## config.mk

```make
export PLATFORM = sky130hd
export DESIGN_NAME = base_ram_arbiter
export DESIGN_NICKNAME = d
export VERILOG_FILES = /design/src/rtl/base_ram_arbiter.sv
export SDC_FILE = /design/constraint.sdc
export NUM_CORES = 1
export LEC_CHECK = 0
export BUFFER_PORTS_ARGS = -buffer_cell sky130_fd_sc_hd__buf_2
export CAP_MARGIN = 15
export CORE_ASPECT_RATIO = 1.75
export CORE_MARGIN = 2
export CORE_UTILIZATION = 43
export DETAILED_ROUTE_END_ITERATION = 10
export GPL_TIMING_DRIVEN = 0
export PLACE_DENSITY = 0.78
export SYNTH_ARGS = -nofsm -noshare
export SYNTH_HDL_FRONTEND = slang
export SYNTH_SLANG_ARGS = --single-unit
```

## constraint.sdc

```tcl
create_clock -name clk -period 3.3 [get_ports clk]
set_input_delay 0.66 -clock clk [delete_from_list [all_inputs] [get_ports clk]]
set_output_delay 0.66 -clock clk [all_outputs]
set_load 0.005 [all_outputs]
```

## src/rtl/base_ram_arbiter.sv

```systemverilog
// Shares one single-port SRAM between instruction fetch and data (load/store),
// with data priority and a starvation bound that guarantees fetch progress.
module base_ram_arbiter #(
  parameter int ADDR_W     = 20,
  parameter int RAM_LAT    = 1,
  parameter int STARVE_MAX = 3
) (
  input  logic              clk,
  input  logic              resetn,

  input  logic              inst_req_valid,
  output logic              inst_req_ready,
  input  logic [31:0]       inst_addr,
  input  logic              inst_cancel,
  output logic              inst_resp_valid,
  output logic [31:0]       inst_rdata,

  input  logic              data_req_valid,
  output logic              data_req_ready,
  input  logic              data_we,
  input  logic [3:0]        data_be,
  input  logic [31:0]       data_addr,
  input  logic [31:0]       data_wdata,
  output logic              data_resp_valid,
  output logic [31:0]       data_rdata,

  output logic              ram_ce_n,
  output logic              ram_we_n,
  output logic [3:0]        ram_be_n,
  output logic [ADDR_W-1:0] ram_addr,
  output logic [31:0]       ram_wdata,
  input  logic [31:0]       ram_rdata,

  output logic              busy
);

  // Handshake: a request transfers in the cycle where valid & ready are both
  // high; the requester holds valid and payload until then, and ready is only
  // ever raised in IDLE for the single arbitration winner.

  typedef enum logic {
    S_IDLE   = 1'b0,
    S_ACCESS = 1'b1
  } state_e;

  localparam logic [1:0] LAT_INIT   = 2'(RAM_LAT - 1);
  localparam logic [2:0] STARVE_LIM = 3'(STARVE_MAX);

  state_e              state_q;
  logic [1:0]          lat_cnt_q;
  logic [2:0]          starve_cnt_q, starve_cnt_d;
  logic                owner_data_q;
  logic                drop_q;
  logic                inst_pend_q, data_pend_q;
  logic [31:0]         inst_rdata_q, data_rdata_q;
  logic                ram_ce_n_q, ram_we_n_q;
  logic [3:0]          ram_be_n_q;
  logic [ADDR_W-1:0]   ram_addr_q;
  logic [31:0]         ram_wdata_q;

  logic idle, fetch_wins, inst_grant, data_grant, fetch_cancel;
  logic unused_addr_bits;

  assign idle         = (state_q == S_IDLE);
  assign fetch_wins   = inst_req_valid & (~data_req_valid | (starve_cnt_q == STARVE_LIM));
  assign inst_req_ready = resetn & idle & fetch_wins;
  assign data_req_ready = resetn & idle & data_req_valid & ~fetch_wins;
  assign inst_grant   = inst_req_valid & inst_req_ready;
  assign data_grant   = data_req_valid & data_req_ready;
  assign fetch_cancel = ~idle & ~owner_data_q & inst_cancel;

  assign unused_addr_bits = ^{inst_addr[1:0], inst_addr[31:ADDR_W+2],
                              data_addr[1:0], data_addr[31:ADDR_W+2]};

  // Counts data grants that overtook a waiting fetch; any gap in fetch
  // valid restarts the count.
  always_comb begin
    starve_cnt_d = starve_cnt_q;
    if (!inst_req_valid || inst_grant) begin
      starve_cnt_d = '0;
    end else if (data_grant && (starve_cnt_q != STARVE_LIM)) begin
      starve_cnt_d = starve_cnt_q + 3'd1;
    end
  end

  always_ff @(posedge clk) begin
    if (!resetn) begin
      state_q      <= S_IDLE;
      lat_cnt_q    <= '0;
      starve_cnt_q <= '0;
      owner_data_q <= 1'b0;
      drop_q       <= 1'b0;
      inst_pend_q  <= 1'b0;
      data_pend_q  <= 1'b0;
      inst_rdata_q <= '0;
      data_rdata_q <= '0;
      ram_ce_n_q   <= 1'b1;
      ram_we_n_q   <= 1'b1;
      ram_be_n_q   <= 4'b1111;
      ram_addr_q   <= '0;
      ram_wdata_q  <= '0;
    end else begin
      starve_cnt_q <= starve_cnt_d;
      inst_pend_q  <= 1'b0;
      data_pend_q  <= 1'b0;
      if (fetch_cancel) begin
        drop_q <= 1'b1;
      end
      case (state_q)
        S_IDLE: begin
          if (inst_grant || data_grant) begin
            state_q      <= S_ACCESS;
            lat_cnt_q    <= LAT_INIT;
            owner_data_q <= data_grant;
            drop_q       <= 1'b0;
            ram_ce_n_q   <= 1'b0;
            if (data_grant) begin
              ram_addr_q  <= data_addr[ADDR_W+1:2];
              ram_we_n_q  <= ~data_we;
              ram_be_n_q  <= data_we ? ~data_be : 4'b0000;
              ram_wdata_q <= data_we ? data_wdata : 32'd0;
            end else begin
              ram_addr_q  <= inst_addr[ADDR_W+1:2];
              ram_we_n_q  <= 1'b1;
              ram_be_n_q  <= 4'b0000;
              ram_wdata_q <= '0;
            end
          end
        end
        S_ACCESS: begin
          if (lat_cnt_q == 2'd0) begin
            state_q     <= S_IDLE;
            ram_ce_n_q  <= 1'b1;
            ram_we_n_q  <= 1'b1;
            ram_be_n_q  <= 4'b1111;
            ram_addr_q  <= '0;
            ram_wdata_q <= '0;
            if (owner_data_q) begin
              data_pend_q  <= 1'b1;
              data_rdata_q <= ram_we_n_q ? ram_rdata : 32'd0;
            end else if (!(drop_q || inst_cancel)) begin
              // A cancel on the final cycle drops the response just like earlier ones.
              inst_pend_q  <= 1'b1;
              inst_rdata_q <= ram_rdata;
            end
          end else begin
            lat_cnt_q <= lat_cnt_q - 2'd1;
          end
        end
        default: state_q <= S_IDLE;
      endcase
    end
  end

  assign inst_resp_valid = inst_pend_q & ~inst_cancel;
  assign inst_rdata      = inst_rdata_q;
  assign data_resp_valid = data_pend_q;
  assign data_rdata      = data_rdata_q;
  assign ram_ce_n        = ram_ce_n_q;
  assign ram_we_n        = ram_we_n_q;
  assign ram_be_n        = ram_be_n_q;
  assign ram_addr        = ram_addr_q;
  assign ram_wdata       = ram_wdata_q;
  assign busy            = ~idle;

endmodule

```

After elaboration in Yosys (flattened, before gate mapping)
Index checks and enable logic that the tools add are counted.
{ "classes": {"addsub": 2, "n_mul": 0, "n_div": 0, "magnitude_cmp": 0, "eq_ne": 5, "shift": 0, "mux": 32, "bitwise": 21, "n_reduce_logical": 14} }
{ "op_table": {"columns": ["cell", "count"], "rows": [
  ["$mux 32", 5],
  ["$pmux 32 s2", 1],
  ["$mux 20", 3],
  ["$pmux 20 s2", 1],
  ["$mux 4", 4],
  ["$mux 1", 11],
  ["$and 1x1->1", 10],
  ["$not 1->1", 9],
  ["$pmux 4 s2", 1],
  ["$pmux 1 s2", 3],
  ["$reduce_and 2->1", 3],
  ["$reduce_and 3->1", 2],
  ["$mux 2", 2],
  ["$ne 2x1->1 const B", 2],
  ["$not 4->4", 1],
  ["$pmux 2 s2", 1],
  ["$reduce_and 4->1", 1],
  ["$reduce_or 4->1", 1],
  ["$add 3x1->3 const B", 1],
  ["$eq 3x2->1 const B", 1],
  ["$logic_or 1x1->1", 3],
  ["$ne 3x2->1 const B", 1],
  ["$logic_not 2->1", 1],
  ["$ne 2x2->1 const B", 1],
  ["5 further kinds", 5]
]} }
{ "totals": {"reg_bits": 132, "latchBits": 0, "ram_bits": 0, "rom_bits": 0, "inputBits": 138, "out_inout_bits": 127, "word_cells": 88, "memories": 0} }

Logic depth before layout (Yosys ltp)
Gate-level depths: netlist of the first run.
{ "depth": {"ltp_word": 9, "depth_mapped": 7, "mapped_depth_nobuf": 5} }

Least setup slack after synthesis of the first run
OpenSTA, ideal clock, no wires.
{ "synth_path": {"path_kind": "in2out", "from": "in data_req_valid", "to": "out data_req_ready", "arrival_time_ps": 1295, "t_required_ps": 2640, "slack_ps": 1345, "cell_stages": 4, "path_buffers": 2, "cell_sequence": "a21bo_1 > buf_2 > buf_4 > nor2_1"} }
{ "synth_via": {"elab_chain_len": 5, "word_cells_on_any_way": 6, "cone_classes": "6 x bitwise"} }
{ "synth_lines": {"columns": ["item", "line", "rtl"], "rows": [
  ["from (decl)", "18", "input logic data_req_valid,"],
  ["$not 1->1", "65", "assign fetch_wins = inst_req_valid & (~data_req_valid | (starve_cnt_q == STARVE_LIM));"],
  ["$or 1x1->1", "65", null],
  ["$and 1x1->1", "65", null],
  ["$not 1->1", "67", "assign data_req_ready = resetn & idle & data_req_valid & ~fetch_wins;"],
  ["$and 1x1->1 *", "67", null],
  ["to (decl)", "19", "output logic data_req_ready,"]
]} }
Mark *: on every way between the ends. The rest lies on a longest branch, timed or not.

Worst setup path in the final report of the first run
{ "layout_path": {"from": "reg starve_cnt_q[0]", "to": "out data_req_ready"} }
{ "layout_via": {"elab_chain_len": 5} }
{ "layout_lines": {"columns": ["item", "line", "rtl"], "rows": [
  ["from (decl)", "51", "logic [2:0] starve_cnt_q, starve_cnt_d;"],
  ["from (signal assigned)", "103", "starve_cnt_q <= starve_cnt_d;"],
  ["$eq 3x2->1", "65", null],
  ["$or 1x1->1", "65", null],
  ["$and 1x1->1", "65", null],
  ["$not 1->1", "67", null],
  ["$and 1x1->1", "67", null]
]} }
Every way passes these cells.

==> results of run 1 <==
## critical path: cells and delay by family, from the launching register on
kind | cells | cell delay (ns)
AOI/OAI and AO/OA | 1 | 0.16
and+or+nand+nor | 1 | 0.10
DFF | 1 | 0.32
adders and majority gates | 2 | 0.41
buffers and inverters | 3 | 0.52
## power groups by stage
stage	Sequential, mW	Clock [mW]	Combinational, mW
2_1_floorplan	1.72	0	0.132
3_3_place_gp	1.72	0	0.302
3_5_place_dp	1.72	0	0.312
4_1_cts	1.69	1.79	0.312
5_1_grt	1.69	1.85	0.341
6_report	1.69	1.75	0.309
## cell families (layout without fill, tap and decap cells)
logic type | Yosys count | after routing | share of synthesized area (%)
flip-flops | 132 | 132 | 55.46
buffers and inverters | 47 | 318 | 4.990
AO/OA/AOI/OAI | 170 | 170 | 25.16
AND/OR/NAND/NOR | 67 | 67 | 9.401
multiplexers | 20 | 20 | 4.202
adder cells (fa/ha/maj) | 3 | 3 | 0.7879
## Yosys cell counts (2+ instances only)
| library cell | n |
|---|---|
| nor2_1 | 4 |
| a22o_1 | 64 |
| o21ai_0 | 35 |
| mux2i_1 | 20 |
| or3_1 | 2 |
| buf_4 | 11 |
| and3_1 | 2 |
| nor2b_1 | 3 |
| ha_1 | 3 |
| o22a_1 | 4 |
| clkbuf_1 | 14 |
| nand3b_1 | 33 |
| nor3_1 | 7 |
| buf_2 | 16 |
| a21oi_1 | 40 |
| o211ai_1 | 2 |
| dfxtp_1 | 132 |
| nand2_1 | 5 |
| o2bb2ai_1 | 20 |
| inv_1 | 6 |
| nand2b_1 | 4 |
## metrics by stage
| stage | util (%) | instance area [µm²] | total power [mW] |
|---|---|---|---|
| after global routing | 62.09 | 6681 | 3.886 |
| after CTS | 62.09 | 6681 | 3.786 |
| after floorplan | - | 4765 | 1.853 |
| after detailed placement | 56.91 | 6123 | 2.031 |
| after global placement | 56.91 | 6123 | 2.019 |
| final | 62.09 | 6681 | 3.748 |
## metal layers
metal	part of all wire [%]	GRT usage, %
met5	0	0
met4	1.8	9.932
met3	7.5	6.069
met2	54	42.65
met1	37	24.35
## registers in the layout (all words and copies together), names as in the netlist, 2 cells and up
register	flops
data_rdata	32
inst_rdata	32
ram_wdata	32
ram_addr	20
ram_be_n	4
starve_cnt_q	3
lat_cnt_q	2
## area by class of cell
cell class	instances	area, µm²
Clock buffer	18	429.2
Tap cell	130	162.7
Buffer	41	215.2
Sequential cell	132	2643
Timing Repair Buffer	239	1196
Clock inverter	14	128.9
Inverter	6	22.52
Fill cell	909	4079
Multi-Input combinational cell	260	1884
## worst min-delay path by stage
stage | from | endpoint | slack, ns | depth (start not counted)
after floorplan | starve_cnt_q[1] | starve_cnt_q[1] | 0.43 | 2
after global placement | ram_addr[9] | ram_addr[9] | 0.44 | 1
after detailed placement | ram_addr[2] | ram_addr[2] | 0.45 | 1
after CTS | data_wdata[17] | ram_wdata[17] | 0.44 | 2
after global routing | data_wdata[6] | ram_wdata[6] | 0.44 | 2
final | data_wdata[17] | ram_wdata[17] | 0.45 | 2
==> impl.org, run 1 <==
** Yosys
- Average instance area after synthesis :: 10.85 µm²
- The netlist uses 33 different library cells.
- Sequential cells were found to cover 55.46% of the synthesized design area.
- Cell Area, Synth :: 4765 µm²
- After synthesis, the share of flip-flops with an asynchronous set or reset is 0%.
- After synthesis, the cell types taking the most area are dfxtp_1, a22o_1, nand3b_1.
- Warning count from the yosys run :: 0
- Gate count of the mapped netlist :: 439
- Post-synth top area share :: 55.46%
- Biggest area consumer among synthesized cells :: dfxtp_1
- Post-synth EDFFs :: 0
- FF+latch count, synth :: ~130
- Among all flip-flop cells after synthesis, the most frequent one is dfxtp_1.
- When the netlist entered floorplanning its net count stood at 580.

** STA
- Slew Limit Fails :: 0
- Across all hold checks on the routed design, the worst slack comes to about 0.45 ns.
- The clock arrives with 0.008210 ns of skew.
- The worst path in the final design needs a cycle of 2.592 ns, including I/O delays and setup.
- The worst path uses 78.54% of the clock period.
- Setup slack on the critical path of the routed design comes to 0.7081 ns.
- Total setup violations reported at the end of the flow :: 0
- Total Neg Setup Slack :: 0 ns
- Derived from the worst setup path, the maximum achievable clock frequency is 0.3858 GHz.
- The total count of hold-check failures in the final report is 0.
- Setup repair after global routing left no endpoint under its margin.
- In this run the tightest slew margin relative to its limit is 68.43%.
- At the pin with the least slew margin, the transition time is 0.4686 ns.

** Power and ir drop
- Pwr Density :: 560.9 nW/µm²
- Fraction of power spent switching nets :: 24.11%
- Total leakage power :: 3.180 nW
- VDD sags by at most approximately 0.40 mV.
- Portion of total power attributed to combinational logic :: 8.3%
- The clock network burns 46.7% of the power.
- Total internal power :: 2.844 mW
- Sequential share of power :: between 40% and 50%
- Summed over all nets, the switching power comes to 0.9035 mW.

** Drt
- Detailed-router iteration count before antenna repair :: 5
- The final layout contains routed wiring with a total length of 13860 µm.
- In the routed layout, each cell is associated on average with a via count of 5.345.
- After the first detailed-routing iteration, the DRC count stood at 117.
- Via count :: 4490
- In the final routed layout, each cell accounts on average for 16.50 µm.
- Antenna-violating nets left :: 0
- For this run, design rule violations remaining after detail routing come to 0.

** Setup path
- The worst register-to-register path ends at data_rdata[24].
- Worst Path Max Fanout :: 10
- For the worst flop-to-flop path, the logic depth is 6.
- Slowest stage delay, CP :: 0.32 ns
- The worst register-to-register path begins at lat_cnt_q[0].
- Capturing element type of the critical path :: primary output
- The worst setup path is launched from a flip-flop.
- For flop-to-flop paths, the worst setup slack is 1.48 ns.
- Type of the worst setup path :: flip-flop to primary output
- The most critical setup path has its startpoint at starve_cnt_q[0].
- Slowest library cell on the worst path :: dfxtp_1
- Arrival time of the worst setup path :: 1.93 ns
- The critical path goes through ha_1 > ha_1 > a21bo_1 > buf_2 > buf_4 > nor2_1 > buf_2.
- Setup crit end :: data_req_ready
- Critical path data required time :: 2.64 ns

** Global route
- Global router's overall resource usage :: 23.05%
- Summed over all layers, the global routing overflow is 0.
- Number of global-route vias before repair :: roughly 4600
- Maximum number of pins on one net before global-route repair :: 17
- The initial antenna violation count is 0.
- The first global-routing pass estimated 22100 µm of wire.

** Place
- Post-DP HPWL :: 10840 µm
- Counting tap cells, the placed design contains a total of 808 instances.
- IO Port Bufs :: ~240
- OpenSTA, run right after detailed placement, puts the worst setup slack at 1.003 ns.
- Final estimated routing congestion in global placement :: 0.8323

** CTS
- The later pin in the worst-skew pair is clocked with a latency of 0.41 ns.
- CTS clock-pin slew for the worst setup and hold paths :: 0.06 ns
- The root buffer cell chosen for the clock tree is clkbuf_16.
- Hold repair after CTS inserted 0 buffers.
- CTS built an H-tree with a depth of 4.
- In this run the deepest clock path goes through 2 buffers.
- The clock drives 132 sinks.
- TritonCTS built the clock tree.
- Post-CTS setup repair buffer count :: 0
- Gates resized during post-CTS repair numbered 0.
- The number of clock buffers added by TritonCTS is 17.

** Finish
- In the final design database the tool counted 838 nets.
- Diode count :: 0
- The finished layout holds between 800 and 900 standard cells, fillers aside.
- Leading cell type in the layout, fill and taps excluded :: buf_2
- In the final layout, the share of cells above drive strength 1 is 42.11%.
- Top library cells by usage in the layout, fill and taps aside :: buf_2, dfxtp_1, a22o_1, a21oi_1, o21ai_0
- The area growth from synthesis to layout is 40.23%.

** Die
- In this run the vertical extent of the chip is 143.3 µm.
- Placeable core area :: 10760 µm²
- The floorplan has 50 rows.
- IO Count :: approximately 270
- The initial utilization of the core area, before any placement, comes to 44.28%.
- Die X-Extent :: 83.57 µm
- The die covers 11970 µm².

** Worst hold path
- Tightest Hold Check Type :: input pin to flip-flop

** Run
- Max-cap violations in this run came to 0.

** Status
- The run finished with clean final reports.
Power figures use the tool's default switching activity.
==> inputs of run 2 (changes only) <==
--- a/config.mk
+++ b/config.mk
@@ -9,10 +9,10 @@
 export CAP_MARGIN = 15
 export CORE_ASPECT_RATIO = 1.75
 export CORE_MARGIN = 2
-export CORE_UTILIZATION = 43
+export CORE_UTILIZATION = 40
 export DETAILED_ROUTE_END_ITERATION = 10
 export GPL_TIMING_DRIVEN = 0
-export PLACE_DENSITY = 0.78
+export PLACE_DENSITY = 0.76
 export SYNTH_ARGS = -nofsm -noshare
 export SYNTH_HDL_FRONTEND = slang
 export SYNTH_SLANG_ARGS = --single-unit
==> constraint.sdc (replaced) <==
create_clock -name clk -period 2.1 [get_ports clk]
set_input_delay 0.42 -clock clk [delete_from_list [all_inputs] [get_ports clk]]
set_output_delay 0.42 -clock clk [all_outputs]
set_load 0.005 [all_outputs]
==> impl.org, run 2 (same netlist as run 1, synthesis figures left out) <==
** Status
- Run status :: complete, no violations (unchanged)

** Setup path
- Series of cell instances along the critical path: ha_2 > ha_2 > a21bo_1 > buf_12 > nor2_2 > buf_2 (was ha_1 > ha_1 > a21bo_1 > buf_2 > buf_4 > nor2_1 > buf_2).
- The flop-to-flop setup slack was 0.19 ns (was 1.48 ns).
- Worst Path Max Fanout :: 3 (was 10)
- The cell at the slowest stage of the critical path is dfxtp_2 (was dfxtp_1).
- By instance count, the cell type seen most on the critical path is ha_2.
- The critical path capture point type is a primary output (unchanged).
- The count of cells along the worst register-to-register path is 8 (was 6).
- Beginning of the worst register-to-register path :: starve_cnt_q[0] (was lat_cnt_q[0])
- The maximum single-stage delay on the critical path is 0.33 ns (was 0.32 ns).
- The endpoint of the worst-slack reg-to-reg timing path is ram_we_n (was data_rdata[24]).
- Setup crit start kind :: flip-flop (unchanged)
- Cell type group with the largest total delay on the critical path :: adder cells (was buffers and inverters)
- The arrival time of the worst setup path came to 1.59 ns (was 1.93 ns).
- The type of the worst setup path is flip-flop to primary output (unchanged).
- The data required time of the worst path is 1.68 ns (was 2.64 ns).
- Number of buffers and inverters on the critical path :: 2 (was 3)

** Die
- FP Rows :: 52 (was 50)
- IO Count :: 265 (unchanged)
- The effective utilization at floorplan is 41.14% (was 44.28%).
- The overall die area is 12830 µm² (was 11970 µm²).
- The core area was 11580 µm² (was 10760 µm²).
- Die H :: 148.4 µm (was 143.3 µm)
- Die X-Extent :: 86.50 µm (was 83.57 µm)

** Place
- Final estimated routing congestion in global placement :: 0.8026 (was 0.8323)
- The number of buffer cells added on primary ports is 239 (unchanged).
- Placement Setup Slack :: 0.1979 ns (was 1.003 ns)
- The HPWL after detailed placement was 10570 µm (was 10840 µm).
- Post-DP Area :: 6130 µm² (was 6123 µm²)

** Global route
- The number of global-route vias before repair was 4535 (was 4628).
- Maximum number of pins on one net before global-route repair :: 17 (unchanged)
- The global-route usage over all layers was 20.53% (was 23.05%).
- The wire length of the first global-routing pass is 21030 µm (was 22100 µm).
- The initial antenna violation count was 0 (unchanged).
- The total congestion overflow was 0 (unchanged).

** Worst hold path
- The worst hold-check path type is input pin to flip-flop (unchanged).
- The worst hold path cell count was 2 (unchanged).
- Launch point of the worst hold path :: data_wdata[15] (was data_wdata[17])
- The destination of the worst hold path is ram_wdata[15] (was ram_wdata[17]).

** Power and ir drop
- The part of the power in combinational logic was 8.0% (was 8.3%).
- Net load switching power :: 1.432 mW (was 0.9035 mW)
- The proportion of power drawn by the clock network came to 48.6% (was 46.7%).
- The switching part of the total power is 23.46% (was 24.11%).
- Total internal power :: 4.670 mW (was 2.844 mW)
- Total leakage power :: 3.219 nW (was 3.180 nW)
- Pwr Density :: 902.0 nW/µm² (was 560.9 nW/µm²)
- Maximum ir drop on the vdd rail :: 0.6137 mV (was 0.4010 mV)
- Sequential share of power :: 43.4% (was 45.0%)
- The power after layout is 6.101 mW (was 3.748 mW).

** Run
- The max capacitance violation total is 0 (unchanged).

** STA
- The clock period could shrink to 2.010 ns.
- The worst path uses 95.72% of the clock period.
- Headroom to the max-slew limit :: 64.72% (was 68.43%)
- The number of pins exceeding their max-slew limit in the final report was 0 (unchanged).
- The pin slew with the least headroom to its limit was 0.5237 ns (was 0.4686 ns).
- Total Neg Setup Slack :: 0 ns (unchanged)
- The total count of hold-check failures in the final report is 0 (unchanged).
- The final setup violation count was 0 (unchanged).
- RSZ-0062 raised after global routing :: false (unchanged)
- The worst-case setup margin in the final layout was 0.08983 ns (was 0.7081 ns).
- Timing would allow up to 0.4975 GHz.
- Clk_skew :: 0.009726 ns (was 0.008210 ns)

** CTS
- The TritonCTS clock tree is yes (unchanged).
- Clk sinks :: 132 (unchanged)
- Worst skew pair latency :: 0.40 ns (was 0.41 ns)
- The clock buffer count from CTS came to 17 (unchanged).
- Max clock buf depth :: 2 (unchanged)
- The buffer cell driving the clock tree root was clkbuf_16 (unchanged).
- The number of levels in the clock H-tree came to 4 (unchanged).
- The clock-pin slew on the worst setup and hold paths came to 0.06 ns (about the same).

** Drt
- Final wirelength :: 13620 µm (was 13860 µm)
- Antenna-violating nets left :: 0 (unchanged)
- The first-iteration detailed-routing DRC count came to 106 (was 117).
- Drc violations :: 0 (unchanged)
- Detailed-router iteration count before antenna repair :: 4 (was 5)
- Per-cell via count in the routed design :: 5.281 (was 5.345)
- Average wire length per cell after detail routing :: 16.10 µm (was 16.50 µm)
- Via count :: 4468 (was 4490)

** Finish
- The number of antenna repair diodes was 0 (unchanged).
- Total non-filler cell area in the finished layout :: 6764 µm² (was 6681 µm²)
- # nets final :: 839 (was 838)
- Fraction of final layout cells sized beyond drive strength 1 :: 43.04% (was 42.11%)
- Top library cells by usage in the layout, fill and taps aside :: buf_2, dfxtp_1, a22o_1, a21oi_1, o21ai_0 (unchanged)
- The area overhead of the layout relative to synthesis is 41.96% (was 40.23%).
- Leading cell type in the layout, fill and taps excluded :: buf_2 (unchanged)
-- run 2: worst max-delay path by stage --
stage	from	to	slack, ns	cells past startpoint
2_1_floorplan	starve_cnt_q[0]	data_req_ready	0.40	6
3_3_place_gp	starve_cnt_q[0]	data_req_ready	0.22	7
3_5_place_dp	starve_cnt_q[0]	data_req_ready	0.20	7
4_1_cts	starve_cnt_q[0]	data_req_ready	0.03	6
5_1_grt	starve_cnt_q[0]	data_req_ready	0.02	6
6_report	starve_cnt_q[0]	data_req_ready	0.09	6
-- run 2: layout make-up --
| type | instances | area (µm²) |
|---|---|---|
| well taps | 135 | 168.9 |
| clock buffers | 19 | 452.9 |
| flip-flops and latches | 132 | 2645 |
| multi-input cells | 260 | 1892 |
| fillers | 1036 | 4817 |
| clock inverters | 13 | 148.9 |
| repair buffers | 241 | 1211 |
| plain buffers | 40 | 222.7 |
| inverters | 6 | 22.52 |
-- run 2: power groups by stage --
stage                     sequential [mW]  combinational [mW]  clock, mW
after floorplan                      2.70               0.207          0
after detailed placement             2.70               0.485          0
after CTS                            2.65               0.492       3.02
final                                2.65               0.487       2.96
after global placement               2.70               0.473          0
after global routing                 2.66               0.534       3.14
-- run 2: routing by layer --
layer	vias up	part of all wire, %	GRT usage, %	wire, µm
li1	2152	-	-	-
met1	2117	37	20.41	5076
met2	185	55	39.31	7499
met3	14	6.1	5.272	835
met4	0	1.6	8.047	213
met5	-	0	0	0
-- run 2: worst reg2reg max path, stage by stage (launching register included) --
cell     delay, ns
dfxtp_2       0.33
ha_2          0.18
ha_2          0.17
a21bo_1       0.21
buf_12        0.13
buf_4         0.17
nor2_4        0.21
buf_2         0.27
o32ai_1       0.12
-- run 2: per-stage QoR --
stage	utilization [%]	hold WS, ns	std cells
final	58.41	0.2222	846
after global routing	58.41	0.2128	846
after CTS	58.32	0.2056	846
after detailed placement	52.93	0.4409	813
after global placement	52.93	0.4421	813
after floorplan	-	0.4347	439
-- run 2: repair_timing --
action	CTS	global route
gates resized for setup	4	5
endpoints found under the setup margin	1	1
hold buffers	0	0
buffers inserted	2	0
pin swaps	0	1
